--- config.mk ---
export PLATFORM = sky130hd
export DESIGN_NAME = mc_datapath_hs
export DESIGN_NICKNAME = d
export VERILOG_FILES = /design/src/rtl/mc_datapath_hs.sv
export SDC_FILE = /design/constraint.sdc
export NUM_CORES = 2
export LEC_CHECK = 0
export CORE_MARGIN = 3
export CORE_UTILIZATION = 30
export CTS_CLUSTER_DIAMETER = 60
export DETAILED_ROUTE_END_ITERATION = 10
export REMOVE_ABC_BUFFERS = 1
export SKIP_CTS_REPAIR_TIMING = 1
export SKIP_LAST_GASP = 1
export SLEW_MARGIN = 20
export SYNTH_ARGS = -nofsm -noshare
export SYNTH_HDL_FRONTEND = slang
export SYNTH_SLANG_ARGS = --single-unit
--- constraint.sdc ---
create_clock -name clk -period 74.2 [get_ports clk]
set_input_delay 7.42 -clock clk [delete_from_list [all_inputs] [get_ports clk]]
set_output_delay 7.42 -clock clk [all_outputs]
set_load 0.02 [all_outputs]
--- src/rtl/mc_datapath_hs.sv ---
// mc_datapath_hs: parametrised multicycle RISC-V datapath with a req/ready handshake
// toward a variable-latency unified memory. Define MC_DP_MEM_TIMEOUT_EN to add the access watchdog.
module mc_datapath_hs #(
  parameter int unsigned     XLEN     = 32,
  parameter int unsigned     NREGS    = 32,
  parameter logic [XLEN-1:0] RESET_PC = '0,
  parameter int unsigned     TIMEOUT  = 16
) (
  input  logic            clk,
  input  logic            reset,
  input  logic            pc_write,
  input  logic            adr_src,
  input  logic            ir_write,
  input  logic [1:0]      result_src,
  input  logic [3:0]      alu_control,
  input  logic [1:0]      alu_src_a,
  input  logic [1:0]      alu_src_b,
  input  logic [3:0]      imm_src,
  input  logic            imm_in,
  input  logic            reg_write,
  input  logic            reg_src,
  input  logic            mem_start,
  input  logic            mem_we,
  output logic            mem_req,
  output logic [XLEN-1:0] mem_addr,
  output logic [XLEN-1:0] mem_wdata,
  output logic            mem_wen,
  input  logic            mem_ready,
  input  logic [XLEN-1:0] mem_rdata,
  output logic            mem_done,
  output logic            busy,
  output logic            mem_err,
  output logic            zero,
  output logic            sign,
  output logic [XLEN-1:0] pc,
  output logic [XLEN-1:0] instr,
  input  logic [4:0]      dbg_sel,
  output logic [XLEN-1:0] dbg_data
);
  localparam int unsigned     IDX_W = $clog2(NREGS);
  localparam int unsigned     SH_W  = $clog2(XLEN);
  localparam logic [XLEN-1:0] NOP   = XLEN'(32'h0000_0013);

  if (NREGS != 16 && NREGS != 32) begin : g_bad_nregs
    $error("mc_datapath_hs: NREGS must be 16 or 32");
  end
  if (TIMEOUT < 1) begin : g_bad_timeout
    $error("mc_datapath_hs: TIMEOUT must be at least 1");
  end

  typedef enum logic {IDLE, WAIT} state_t;
  state_t state, state_nxt;

  logic [XLEN-1:0] pc_q, old_pc_q, ir_q, data_q;
  logic [XLEN-1:0] a_p1, b_p1, alu_out_p2;
  logic [XLEN-1:0] rf [NREGS];
  logic            fetch_q, vld_p1;
  logic            start, complete, timeout_hit;
  logic [XLEN-1:0] rs1_val, rs2_val, src_a, src_b, imm_ext, alu_result, result, wd;
  logic            rd_ok;

  // x0 and indices beyond the implemented file read as zero
  function automatic logic [XLEN-1:0] rf_rd(input logic [4:0] idx);
    if (idx == 5'd0 || 32'(idx) >= NREGS) return '0;
    return rf[idx[IDX_W-1:0]];
  endfunction

  function automatic logic [XLEN-1:0] alu_fn(input logic [3:0] op,
                                             input logic signed [XLEN-1:0] x,
                                             input logic signed [XLEN-1:0] y);
    logic [SH_W-1:0] sh;
    sh = y[SH_W-1:0];
    case (op)
      4'd0:    return x + y;
      4'd1:    return x - y;
      4'd2:    return x & y;
      4'd3:    return x | y;
      4'd4:    return x ^ y;
      4'd5:    return XLEN'(x < y);
      4'd6:    return XLEN'($unsigned(x) < $unsigned(y));
      4'd7:    return x << sh;
      4'd8:    return $unsigned(x) >> sh;
      4'd9:    return x >>> sh;
      default: return y;
    endcase
  endfunction

  // 0-4: I/S/B/U/J immediates; 5-8: lb/lh/lbu/lhu load extension; others pass through
  function automatic logic [XLEN-1:0] ext_fn(input logic [3:0] sel, input logic [XLEN-1:0] v);
    case (sel)
      4'd0:    return XLEN'($signed(v[31:20]));
      4'd1:    return XLEN'($signed({v[31:25], v[11:7]}));
      4'd2:    return XLEN'($signed({v[31], v[7], v[30:25], v[11:8], 1'b0}));
      4'd3:    return XLEN'($signed({v[31:12], 12'b0}));
      4'd4:    return XLEN'($signed({v[31], v[19:12], v[20], v[30:21], 1'b0}));
      4'd5:    return XLEN'($signed(v[7:0]));
      4'd6:    return XLEN'($signed(v[15:0]));
      4'd7:    return XLEN'(v[7:0]);
      4'd8:    return XLEN'(v[15:0]);
      default: return v;
    endcase
  endfunction

  assign rs1_val  = rf_rd(ir_q[19:15]);
  assign rs2_val  = rf_rd(ir_q[24:20]);
  assign dbg_data = rf_rd(dbg_sel);
  assign imm_ext  = ext_fn(imm_src, imm_in ? data_q : ir_q);

  always_comb begin
    src_a = a_p1;
    case (alu_src_a)
      2'd0:    src_a = pc_q;
      2'd1:    src_a = old_pc_q;
      default: src_a = a_p1;
    endcase
    src_b = b_p1;
    case (alu_src_b)
      2'd1:    src_b = imm_ext;
      2'd2:    src_b = XLEN'(4);
      default: src_b = b_p1;
    endcase
  end

  assign alu_result = alu_fn(alu_control, src_a, src_b);
  assign zero       = (alu_result == '0);
  assign sign       = alu_result[XLEN-1];

  always_comb begin
    result = alu_out_p2;
    case (result_src)
      2'd1:    result = imm_ext;
      2'd2:    result = alu_result;
      2'd3:    result = src_b;
      default: result = alu_out_p2;
    endcase
  end

  assign wd    = reg_src ? pc_q : result;
  assign rd_ok = (ir_q[11:7] != 5'd0) && (32'(ir_q[11:7]) < NREGS);

  // Memory-access FSM
  always_ff @(posedge clk or posedge reset) begin
    if (reset) state <= IDLE;
    else       state <= state_nxt;
  end

  always_comb begin
    state_nxt = state;
    case (state)
      IDLE:    if (mem_start) state_nxt = WAIT;
      WAIT:    if (mem_ready || timeout_hit) state_nxt = IDLE;
      default: state_nxt = IDLE;
    endcase
  end

  always_comb begin
    busy     = 1'b0;
    start    = 1'b0;
    complete = 1'b0;
    case (state)
      IDLE:    start = mem_start;
      WAIT: begin
        busy     = 1'b1;
        complete = mem_ready;
      end
      default: ;
    endcase
  end

  assign mem_req  = busy;
  assign mem_done = vld_p1;

  // Access latch and completion
  always_ff @(posedge clk or posedge reset) begin
    if (reset) begin
      mem_addr  <= '0;
      mem_wdata <= '0;
      mem_wen   <= 1'b0;
      fetch_q   <= 1'b0;
      vld_p1    <= 1'b0;
      data_q    <= '0;
      ir_q      <= NOP;
      old_pc_q  <= '0;
    end else begin
      vld_p1 <= complete;
      if (start) begin
        mem_addr  <= adr_src ? result : pc_q;
        mem_wdata <= b_p1;
        mem_wen   <= mem_we;
        fetch_q   <= ir_write;
      end
      if (complete) begin
        data_q <= mem_rdata;
        if (fetch_q) begin
          ir_q     <= mem_rdata;
          old_pc_q <= pc_q;
        end
      end
    end
  end

  // Architectural state: blocked while an access is open
  always_ff @(posedge clk or posedge reset) begin
    if (reset) begin
      pc_q <= RESET_PC;
      rf   <= '{default: '0};
    end else begin
      if (pc_write && !busy) pc_q <= result;
      if (reg_write && !busy && rd_ok) rf[ir_q[7 +: IDX_W]] <= wd;
    end
  end

  // Operand and ALU-result registers
  always_ff @(posedge clk or posedge reset) begin
    if (reset) begin
      a_p1       <= '0;
      b_p1       <= '0;
      alu_out_p2 <= '0;
    end else begin
      a_p1       <= rs1_val;
      b_p1       <= rs2_val;
      alu_out_p2 <= alu_result;
    end
  end

`ifdef MC_DP_MEM_TIMEOUT_EN
  localparam int unsigned CNT_W = (TIMEOUT > 1) ? $clog2(TIMEOUT) : 1;
  logic [CNT_W-1:0] wd_cnt;
  logic             err_q;

  assign timeout_hit = (state == WAIT) && !mem_ready && (wd_cnt == CNT_W'(TIMEOUT - 1));
  assign mem_err     = err_q;

  always_ff @(posedge clk or posedge reset) begin
    if (reset) begin
      wd_cnt <= '0;
      err_q  <= 1'b0;
    end else begin
      if (state != WAIT || timeout_hit) wd_cnt <= '0;
      else if (!mem_ready)              wd_cnt <= wd_cnt + 1'b1;
      if (timeout_hit) err_q <= 1'b1;
    end
  end
`else
  assign timeout_hit = 1'b0;
  assign mem_err     = 1'b0;
`endif

  assign pc    = pc_q;
  assign instr = ir_q;
endmodule

==> impl_summary.log <==
INFO  metric timing.clock.skew = between 50 and 60 ps
INFO  metric ys_async_sr_fraction = between 90% and 100%
INFO  metric synth_cell_types = approximately 110
INFO  metric worstHoldPathType = flop to flop
INFO  metric flip_flop_and_latch_count_after_synthesis = approximately 1300
INFO  metric global_route_wire_length_before_repair = 512 mm
INFO  metric swShare = about 44%
INFO  metric ys_warn_count = 0
INFO  metric synth_largest_area_cell = dfrtp_1
INFO  metric final_cell_area = around 95000 sq um
INFO  metric reg_power_share = a little over 30%
INFO  metric die-area = 284000 sq um
INFO  metric timing.setup.critical_path_class = input port to output pin
INFO  metric drt_iter0_drcs = 8639
INFO  metric worstSetupEndpointType = output pin
INFO  metric setup.worst_path.start_class = input port
INFO  metric timing_hold_violations_final = 0
INFO  metric antenna_found_initial = 15
INFO  metric multiInputGateArea = about 47000 sq um
INFO  metric buffer_ports.inserted = around 230
INFO  metric slew_viol_final = 0
INFO  metric clk_pin_slew = approximately 60 ps
INFO  metric drt_pass1_iterations = 8
INFO  metric finish.utilization = approximately a third
INFO  metric nFillCells = between 20000 and 30000
INFO  metric first_global_vias = about 68000
INFO  metric place_worst_setup_slack = 50310 ps
INFO  metric ys_seq_area_share = between 30% and 40%
INFO  metric post-layout-total-power = about 4.4 mW
INFO  metric layout_common_cells = dfrtp_1, nor2_1, a21oi_1
INFO  metric via_count = 68703
INFO  metric dp.cells = between 10000 and 15000
INFO  metric fmax = 0.0419 GHz
INFO  metric whs = 423 ps
INFO  metric largest_voltage_drop_on_the_vdd_net = between 0.02 and 0.03 mV
INFO  metric leakage_power = 38.0 nW
INFO  metric grt.overflow.total = 0
INFO  metric run_status = finished clean
INFO  metric synth_enable_flop_cells = 0
INFO  metric clockPowerShare = a little under a fifth
INFO  metric grt_start_max_net_pins = approximately 180
INFO  metric setup_ws_post_layout = between 50000 and 60000 ps
INFO  metric power_per_cell_area = about 46 nW/um^2
INFO  metric tightest_slew = approximately 1200 ps
INFO  metric cts_tree = yes
INFO  metric cell_types_with_the_largest_area_share_after_synthesis = dfrtp_1, mux4_2, a21oi_1, nor2_1, mux2i_1
INFO  metric drc_errors = 0
INFO  metric mappedNetlistArea = between 80000 and 90000 sq um
INFO  metric worst-path-buf-inv = 8
INFO  metric netSwitchingPower = around 1.9 mW
INFO  metric width_of_the_chip = about 530 um
INFO  metric chipHeight = 533 um
INFO  metric most_common_library_cell_in_the_layout_ignoring_fill_and_taps = dfrtp_1
INFO  metric clock-sinks = roughly 1300
INFO  metric area.growth.synth_to_final = 13.7%
INFO  metric final_layout_size_suffix_gt1_share = a little under a quarter
INFO  metric worstPathMaxFanout = 39
INFO  metric synth_largest_type_area_fraction = 39.5%
INFO  metric internal_power = 2.46 mW
INFO  metric antenna_violating_nets_post_route = 0
INFO  metric initial_utilization = between 30% and 40%
INFO  metric final.setup.tns = 0 ps
INFO  metric crit_path_cells = clkdlybuf4s50_1, inv_1, ha_2, buf_4, nand2b_1, buf_4, or4_1, and4_4, buf_4, ha_1, nor2b_1, o2111ai_1, a211oi_1, o211ai_1, buf_4, a2111oi_1, o21bai_1, and4_1, o21ai_0, a31oi_1, or4_1, nor4_2, buf_4, clkdlybuf4s50_1
INFO  metric cts-buffers-inserted = approximately 150
INFO  metric clock_path_buffers = 3
INFO  metric dpl-instance-area = 89200 sq um
INFO  metric final-setup-viol-count = 0
INFO  metric setup_repair_after_global_routing_missed_its_margin = false
INFO  metric cp_slowest_cell = a2111oi_1
INFO  metric detail_route.wl_per_cell = around 32 um
INFO  metric combinationalPowerShare = between 50% and 60%
INFO  metric primary_ff_master_synth = dfrtp_1
INFO  metric route.detailed.vias_per_inst = around 6.1
INFO  metric final_min_period_over_clock_period = 32.1%
INFO  metric critical_path_at = roughly 16000 ps
INFO  metric syn-instance-count = 7692
INFO  metric design.final.nets = between 7000 and 8000
INFO  metric place.detailed.hpwl = around 240 mm
INFO  metric sequential_cell_area = roughly 33000 sq um
INFO  metric relative_slew_slack = 17.7%
INFO  metric core_box_area = 275000 sq um
INFO  metric period_needed = 23840 ps
INFO  metric wl = roughly 360 mm
INFO  metric max-cap-violations = 0
INFO  metric boundaryPins = between 200 and 250
INFO  metric place_congestion = about 1.0
INFO  metric critical_path_required = 66780 ps
INFO  metric clock_insertion_delay_worst_skew = 840 ps
INFO  metric layout.cells.non_filler = approximately 11000
INFO  metric critical_path.max_stage_delay = between 900 and 1000 ps
INFO  metric track_usage = 24.7%
INFO  metric cts.root.buffer_cell = clkbuf_16
INFO  metric crit_family = buffers and inverters
INFO  metric synth.avg_cell_area = 10.8 sq um
INFO  metric crit_top_cell = buf_4
INFO  metric placementRows = about 190
INFO  metric htreeDepth = 4
-- Yosys cell counts, types with 10 or more instances --
master and count:
o21ai_0 414, o21a_1 13, nor3_1 60, buf_6 17, a211o_1 21, nor4_1 14, clkbuf_1 508, a22oi_1 58
nor2b_1 20, o2111ai_1 11, o31ai_1 19, buf_2 85, or3_1 17, o21bai_1 16, nand3_1 55, a21o_1 22
a21oi_1 926, a32oi_1 11, and3_1 16, nand2_1 668, a22o_1 15, mux2_2 199, mux4_2 889, dfrtp_1 1313
nand4_1 16, o221ai_1 35, a21oi_2 33, ha_1 99, inv_1 130, and2_1 15, o31a_1 12, buf_4 29
o211ai_1 37, o22ai_1 59, or4_1 10, nor2_1 988, nand2b_1 20, buf_1 137, a31oi_1 41, o21ai_1 87
a211oi_1 74, a221oi_1 57, mux2i_1 254
-- state kept, by name, indices dropped and copies added, names as in the netlist, 32 cells and up --
register    cells
mem_addr       32
rf           1024
data_q         32
old_pc_q       32
b_p1           32
mem_wdata      32
instr          32
alu_out_p2     32
pc             32
a_p1           32
-- power by group through the flow --
| stage | Clock, mW | Combinational [mW] | Sequential, mW |
|---|---|---|---|
| 2_1_floorplan | 0 | 1.47 | 1.37 |
| 3_3_place_gp | 0 | 2.16 | 1.31 |
| 3_5_place_dp | 0 | 2.18 | 1.34 |
| 4_1_cts | 0.812 | 2.19 | 1.33 |
| 5_1_grt | 0.842 | 2.34 | 1.38 |
| 6_report | 0.801 | 2.22 | 1.34 |
-- cell families after synthesis --
family	after synthesis	synth area share [%]
compound gates	2057	14.7
simple gates	1943	9.57
mux	1349	29.9
flops	1316	39.6
buf+inv	914	4.55
fa+ha+maj	101	1.54
xor+xnor	11	0.116
other cells	1	0.00451
-- final cells by class --
type	count	area share, %
clock inverter	65	0.966
tap	3686	4.87
clock buffer	213	4.65
multi-input combinational	5462	49.6
sequential	1316	34.8
timing repair buffer	463	4.45
antenna	16	0.0423
inverter	134	0.545
-- routing by layer --
layer  wire (um)  GRT usage [%]
met5          51              0
met4       27300           16.2
met3       31700           5.53
met2      163000           38.2
met1      136000           30.9
-- final timing paths --
kind / start / endpoint / slack [ps] / cells after the start
max: alu_src_b[0] / zero / 50360 / 24
min: rf[1004]$_DFFE_PP0P_ / rf[1004]$_DFFE_PP0P_ / 420 / 0
max reg2reg: instr[8]$_DFFE_PP0P_ / rf[347]$_DFFE_PP0P_ / 66190 / 18
min reg2reg: rf[1004]$_DFFE_PP0P_ / rf[1004]$_DFFE_PP0P_ / 420 / 0
max in group asynchronous: reset / rf[649]$_DFFE_PP0P_ / 62950 / 7
min in group asynchronous: reset / instr[30]$_DFFE_PP0P_ / 7130 / 2
Note: power is estimated with default switching activity, not from simulation.
